===== config.mk =====
export PLATFORM = sky130hd
export DESIGN_NAME = rr_stream_arbiter
export DESIGN_NICKNAME = d
export VERILOG_FILES = /design/src/rtl/stream_arb_pkg.sv /design/src/rtl/rr_priority_pick.sv /design/src/rtl/rr_stream_arbiter.sv
export SDC_FILE = /design/constraint.sdc
export NUM_CORES = 1
export LEC_CHECK = 0
export ABC_AREA = 1
export BUFFER_PORTS_ARGS = -buffer_cell sky130_fd_sc_hd__buf_2
export CAP_MARGIN = 20
export CORE_UTILIZATION = 25
export CTS_BUF_LIST = sky130_fd_sc_hd__clkbuf_2
export CTS_CLUSTER_DIAMETER = 100
export DETAILED_ROUTE_END_ITERATION = 10
export GPL_ROUTABILITY_DRIVEN = 1
export PLACE_DENSITY = 0.55
export SYNTH_ARGS = -nofsm -noshare
export SYNTH_HDL_FRONTEND = slang
export SYNTH_HIERARCHICAL = 1
export SYNTH_SLANG_ARGS = --single-unit

===== constraint.sdc =====
create_clock -name clk -period 2.4 [get_ports clk]
set_clock_uncertainty 0.15 [all_clocks]
set_input_delay 0.24 -clock clk [delete_from_list [all_inputs] [get_ports clk]]
set_output_delay 0.24 -clock clk [all_outputs]
set_load 0.05 [all_outputs]

===== src/rtl/stream_arb_pkg.sv =====
// -----------------------------------------------------------------------------
// stream_arb_pkg
//
// Shared definitions for the round-robin stream arbiter.
//   arb_state_t : arbiter FSM encoding (ST_IDLE = 1'b0, ST_LOCK = 1'b1)
//   clog2()     : ceiling log2, used to check the id width parameter
//   id_width()  : id width required for a given requester count (min 1)
// -----------------------------------------------------------------------------
package stream_arb_pkg;

    typedef enum logic {
        ST_IDLE = 1'b0,   // arbitration cycle, no requester granted
        ST_LOCK = 1'b1    // grant held by one requester
    } arb_state_t;

    function automatic int clog2(input int value);
        int result;
        int rem;
        result = 0;
        rem    = value - 1;
        while (rem > 0) begin
            result = result + 1;
            rem    = rem >> 1;
        end
        return result;
    endfunction

    // A single requester still needs one id bit on the output.
    function automatic int id_width(input int n);
        return (n <= 1) ? 1 : clog2(n);
    endfunction

endpackage


===== src/rtl/rr_priority_pick.sv =====
// -----------------------------------------------------------------------------
// rr_priority_pick
//
// Combinational round-robin pick. Searches req starting at ptr+1 and wrapping
// modulo N; the first set bit wins.
//   req [N]   : request vector
//   ptr [IDW] : index of the previous winner (search starts after it)
//   any       : at least one request present
//   idx [IDW] : index of the winning request (0 when any = 0)
// -----------------------------------------------------------------------------
module rr_priority_pick
    import stream_arb_pkg::*;
#(
    parameter int N   = 4,
    parameter int IDW = 2
) (
    input  logic [N-1:0]   req,
    input  logic [IDW-1:0] ptr,
    output logic           any,
    output logic [IDW-1:0] idx
);

    int             cand;
    logic [IDW-1:0] cand_idx;

    // Equivalent to rotate-by-(ptr+1), priority-encode, un-rotate: walk the
    // candidates from the farthest (ptr+N) to the nearest (ptr+1) so that the
    // last hit written, i.e. the nearest one after ptr, wins.
    always_comb begin
        any      = 1'b0;
        idx      = '0;
        cand     = 0;
        cand_idx = '0;
        for (int i = N; i >= 1; i--) begin
            cand     = (int'(ptr) + i) % N;
            cand_idx = IDW'(cand);
            if (req[cand_idx]) begin
                any = 1'b1;
                idx = cand_idx;
            end
        end
    end

endmodule


===== src/rtl/rr_stream_arbiter.sv =====
// -----------------------------------------------------------------------------
// rr_stream_arbiter
//
// Shares one valid/ready byte-stream datapath among N requesters using a
// packet-locked round-robin grant, and registers the winning beat into a
// one-entry forward output stage tagged with the source id.
//
// Handshake: a beat moves across an interface in the cycle where both valid
// and ready are high at the rising clock edge. Valid, once raised by a
// source, is expected to stay up until accepted; ready on this block's
// requester side never depends on req_valid.
//
// Ports
//   clk        : rising-edge clock
//   rst        : asynchronous active-low reset
//   req_valid  : [N]   per-requester beat valid
//   req_ready  : [N]   per-requester accept, one-hot or zero
//   req_data   : [N*L] requester i on bits [i*L +: L]
//   req_last   : [N]   last beat of packet
//   out_valid  : output beat valid (registered)
//   out_ready  : downstream accept
//   out_data   : [L]   output beat (registered)
//   out_last   : last flag of output beat (registered)
//   out_id     : [IDW] source requester of output beat (registered)
//   busy       : grant locked or output stage occupied
// -----------------------------------------------------------------------------
module rr_stream_arbiter
    import stream_arb_pkg::*;
#(
    parameter int L        = 8,
    parameter int N        = 4,
    parameter int IDW      = 2,
    parameter int HOLD_PKT = 1
) (
    input  logic             clk,
    input  logic             rst,
    input  logic [N-1:0]     req_valid,
    output logic [N-1:0]     req_ready,
    input  logic [N*L-1:0]   req_data,
    input  logic [N-1:0]     req_last,
    output logic             out_valid,
    input  logic             out_ready,
    output logic [L-1:0]     out_data,
    output logic             out_last,
    output logic [IDW-1:0]   out_id,
    output logic             busy
);

    if (IDW != id_width(N)) begin : g_bad_idw
        $error("rr_stream_arbiter: IDW must equal max(1, clog2(N))");
    end

    // ------------------------------------------------------------------
    // State
    // ------------------------------------------------------------------
    arb_state_t     state_q,     state_d;
    logic [IDW-1:0] grant_q,     grant_d;
    logic [IDW-1:0] ptr_q,       ptr_d;
    logic           out_valid_q, out_valid_d;
    logic [L-1:0]   out_data_q,  out_data_d;
    logic           out_last_q,  out_last_d;
    logic [IDW-1:0] out_id_q,    out_id_d;

    // ------------------------------------------------------------------
    // Round-robin pick, only consumed in the IDLE cycle
    // ------------------------------------------------------------------
    logic           pick_any;
    logic [IDW-1:0] pick_idx;

    rr_priority_pick #(
        .N   (N),
        .IDW (IDW)
    ) u_pick (
        .req (req_valid),
        .ptr (ptr_q),
        .any (pick_any),
        .idx (pick_idx)
    );

    // ------------------------------------------------------------------
    // Datapath select and handshake
    // ------------------------------------------------------------------
    logic         can_load;
    logic         accept;
    logic [L-1:0] sel_data;
    logic         sel_last;
    logic         leave_lock;

    always_comb begin
        // The output stage can take a beat if it is empty or draining now.
        can_load = !out_valid_q || out_ready;

        req_ready = '0;
        if (state_q == ST_LOCK && can_load) begin
            req_ready[grant_q] = 1'b1;
        end

        sel_data = req_data[int'(grant_q)*L +: L];
        sel_last = req_last[grant_q];

        accept     = (state_q == ST_LOCK) && req_valid[grant_q] && can_load;
        leave_lock = accept && (sel_last || (HOLD_PKT == 0));
    end

    // ------------------------------------------------------------------
    // Next-state logic: FSM, grant/pointer and output stage
    // ------------------------------------------------------------------
    always_comb begin
        state_d     = state_q;
        grant_d     = grant_q;
        ptr_d       = ptr_q;
        out_valid_d = out_valid_q;
        out_data_d  = out_data_q;
        out_last_d  = out_last_q;
        out_id_d    = out_id_q;

        case (state_q)
            ST_IDLE: begin
                if (pick_any) begin
                    grant_d = pick_idx;
                    state_d = ST_LOCK;
                end
            end
            ST_LOCK: begin
                // The pointer only moves when the grant is released, so a
                // request arriving now is arbitrated against the new pointer
                // in the following IDLE cycle.
                if (leave_lock) begin
                    state_d = ST_IDLE;
                    ptr_d   = grant_q;
                end
            end
            default: begin
                state_d = ST_IDLE;
            end
        endcase

        // A simultaneous drain and load keeps the stage full, giving one
        // beat per cycle inside a packet.
        if (accept) begin
            out_valid_d = 1'b1;
            out_data_d  = sel_data;
            out_last_d  = sel_last;
            out_id_d    = grant_q;
        end else if (out_valid_q && out_ready) begin
            out_valid_d = 1'b0;
        end
    end

    // ------------------------------------------------------------------
    // Registers
    // ------------------------------------------------------------------
    always_ff @(posedge clk or negedge rst) begin
        if (!rst) begin
            state_q     <= ST_IDLE;
            grant_q     <= '0;
            // Starting the pointer at N-1 makes requester 0 win first.
            ptr_q       <= IDW'(N - 1);
            out_valid_q <= 1'b0;
            out_data_q  <= '0;
            out_last_q  <= 1'b0;
            out_id_q    <= '0;
        end else begin
            state_q     <= state_d;
            grant_q     <= grant_d;
            ptr_q       <= ptr_d;
            out_valid_q <= out_valid_d;
            out_data_q  <= out_data_d;
            out_last_q  <= out_last_d;
            out_id_q    <= out_id_d;
        end
    end

    assign out_valid = out_valid_q;
    assign out_data  = out_data_q;
    assign out_last  = out_last_q;
    assign out_id    = out_id_q;
    assign busy      = (state_q == ST_LOCK) || out_valid_q;

endmodule


==> summary.txt <==
Die
  – Initial core utilization: 0.2643
  – # IOs: 60
  – Horiz. Die Dim: 73.13 um
  – Die Footprint: between 5000 and 6000 um^2
  – Core ar.: approximately 4800 um^2
  – Row count: 25
  – Die Y: about 73 um

Placement
  – Port bufs: 59
  – Post-Place Setup Slack: ~0.51 ns
  – Post-detail-place hpwl: roughly 2.8 mm
  – Placed cell areas: between 1500 and 2000 um^2
  – GPL Wtd Cong: approximately 0.81
  – DP Cell Count: 314

Layout
  – Share of cells above drive strength 1: 0.3452
  – Final instance area: 1638 um^2
  – Final Non-Filler Cells: around 320
  – Final core occ: 0.3422
  – Diodes inserted: 0
  – Register area: 427.9 um^2
  – FILL cells: 531
  – Most frequent cells in the layout: nand2_1 (69), buf_2 (59), nand3_1 (45)
  – Most common cell after layout, fill and taps aside: nand2_1
  – Multi-input logic area: 705.7 um^2
  – Fin nets: around 300
  – Area Growth Syn to Fin: 29.48%

Routing
  – Total routed wirelength: between 3 and 4 mm
  – Initial drt markers: 29
  – Via count: around 1,400
  – DR pass1 iterations: 4
  – Routed wire per std cell: between 10 and 15 um
  – DRC errors left: 0
  – Vias per cell: around 4.4
  – Post-route ant nets: 0

Timing
  – Fin. max-slew vios: 0
  – Max Freq: roughly 0.50 GHz
  – Final hold violation count: 0
  – Unrepaired setup endpoints after global routing: no
  – Hold WS: 0.02269 ns
  – Final min period: just under 2 ns
  – Least-Margin Pin Slew: 0.3937 ns
  – Crit share post-route: 0.8289
  – Fin worst setup slack: roughly 0.4 ns
  – Setup TNS: 0 ns
  – Final Setup Violations: 0
  – Slew HR: 0.7375

Clock tree
  – Cts repair resizes: 0
  – Clock sinks: 17
  – H-tree Lvls: 1
  – Post-CTS Setup Bufs: 0
  – CTS tree: built
  – TritonCTS Buffers: 3
  – Clk root buf: clkbuf_2
  – Worst-skew pair later-pin latency: around 0.30 ns
  – Clock-pin slew on the worst setup and hold paths: 0.16 ns
  – Clk buf depth: 2

Pwr
  – VDD IR max: between 0.0005 and 0.0006 V
  – Static leakage: around 0.93 nW
  – Sequential share of power: 0.234
  – Clock share of power: 0.054
  – Power Internal: 967.5 uW
  – PD cells: roughly 1500 nW/um^2
  – Final Total Pwr: around 2.4 mW
  – Switch Pwr: roughly 1.5 mW
  – Logic pwr share: 0.712
  – Switch share: 0.6021

Worst setup path
  – Worst Path Arrival: around 1.6 ns
  – Crit path launch type: flip-flop
  – RR Startpoint: grant_q[0]
  – Reg2reg path depth: 8
  – Reg-to-reg slack, setup: ~0.47 ns
  – Critical path type: reg -> out
  – Critical path peak fanout: 13
  – Required @ worst endpoint: 2.01 ns
  – Endpoint class of the critical path: output pin
  – Reg2reg end: out_id[1]

Synthesis
  – Ys async rst share: 1.000
  – Number of synthesized flops with an enable pin: 0
  – Synth warn: 6
  – Synth Flop Type: dfrtp_1
  – Post-synthesis register bit count: 17
  – Netlist cell types: 23
  – Post-synthesis net count: 238
  – Sequential area share after synthesis: 0.3383
  – Mapped Area: approximately 1300 um^2
  – Gate Count Post-Synth: about 200
  – Syn_area_per_cell: 6.487 um^2

Run status
  – Status: completed

Global route
  – First-pass GRT wire length: 5.699 mm
  – Initial antenna violation count: 0
  – Largest net degree at the start of global routing: 22
  – Gr usage total: 0.1394
  – GR Overflow Total: 0
  – Vias in the first global route: 1,289

Min path
  – Tightest Hold Check Type: in -> reg
  – Min-Delay Startpoint: out_ready
  – Hold EP: out_valid
  – Hold path depth: 4

Job
  – Max cap viols: 0
## critical path: stages, from the launching register on
cell     delay (ns)
dfrtp_1        0.43
a21oi_1        0.15
buf_4          0.20
inv_1          0.10
nor3_1         0.13
buf_2          0.29
## power by group through the flow
| stage | Sequential (mW) | Combinational, mW | Clock [mW] |
|---|---|---|---|
| detailed placement | 0.574 | 1.74 | 0 |
| global placement | 0.580 | 1.74 | 0 |
| finish | 0.570 | 1.73 | 0.131 |
| CTS | 0.570 | 1.75 | 0.135 |
| global route | 0.589 | 1.93 | 0.145 |
| floorplan | 0.852 | 1.10 | 0 |
## synthesized netlist by cell type (3+ instances only)
master,instances,share of area
clkbuf_1,3,0.0089
dfrtp_1,15,0.30
inv_1,10,0.030
nand4_1,10,0.049
nand3_1,45,0.18
inv_2,3,0.0089
nand2_2,9,0.045
nor3_1,4,0.016
buf_2,5,0.020
a21oi_1,3,0.012
nand2_1,69,0.20
nor2_1,4,0.012
## metal layers
layer	share of wire	vias up	track usage
met4	0.0048	0	0.02614
met1	0.49	597	0.1779
met3	0.064	4	0.02901
met2	0.44	44	0.2428
met5	0	-	0
li1	-	753	-
## repair_timing
item                                    in CTS  in global routing
hold buffers                                 1                  0
hold endpoints to repair                    17                  0
endpoints found under the setup margin       0                  0
## flip-flops by register name (all words and copies together), names as in the netlist
name	count
out_data	8
grant_q	2
out_id	2
ptr_q	2
out_last	1
out_valid	1
state_q	1
## worst max-delay path by stage
| stage | from | endpoint | slack, ns | cells past startpoint |
|---|---|---|---|---|
| 4_1_cts | out_valid | req_ready[3] | 0.38 | 5 |
| 3_3_place_gp | grant_q[0] | out_data[3] | 0.55 | 8 |
| 3_5_place_dp | grant_q[0] | out_id[1] | 0.51 | 8 |
| 6_report | out_valid | req_ready[0] | 0.41 | 5 |
| 5_1_grt | state_q | req_ready[0] | 0.25 | 6 |
| 2_1_floorplan | out_valid | req_ready[0] | -0.06 | 3 |
## area by class of cell
class / count / share of cell area
Inverter: 14 / 0.03514
Multi-Input combinational cell: 152 / 0.4309
Tap cell: 67 / 0.05118
Timing Repair Buffer: 65 / 0.2093
Sequential cell: 17 / 0.2613
Clock inverter: 1 / 0.003056
Clock buffer: 3 / 0.009167
## cells by family (layout without fill, tap and decap cells)
kind of cell | count (synthesis) | after routing | share of synthesized area
AND/OR/NAND/NOR | 144 | 144 | 0.5213
buffers and inverters | 26 | 83 | 0.1039
flip-flops | 17 | 17 | 0.3383
AO/OA/AOI/OAI | 8 | 8 | 0.03659
Note: power is estimated with default switching activity, not from simulation.
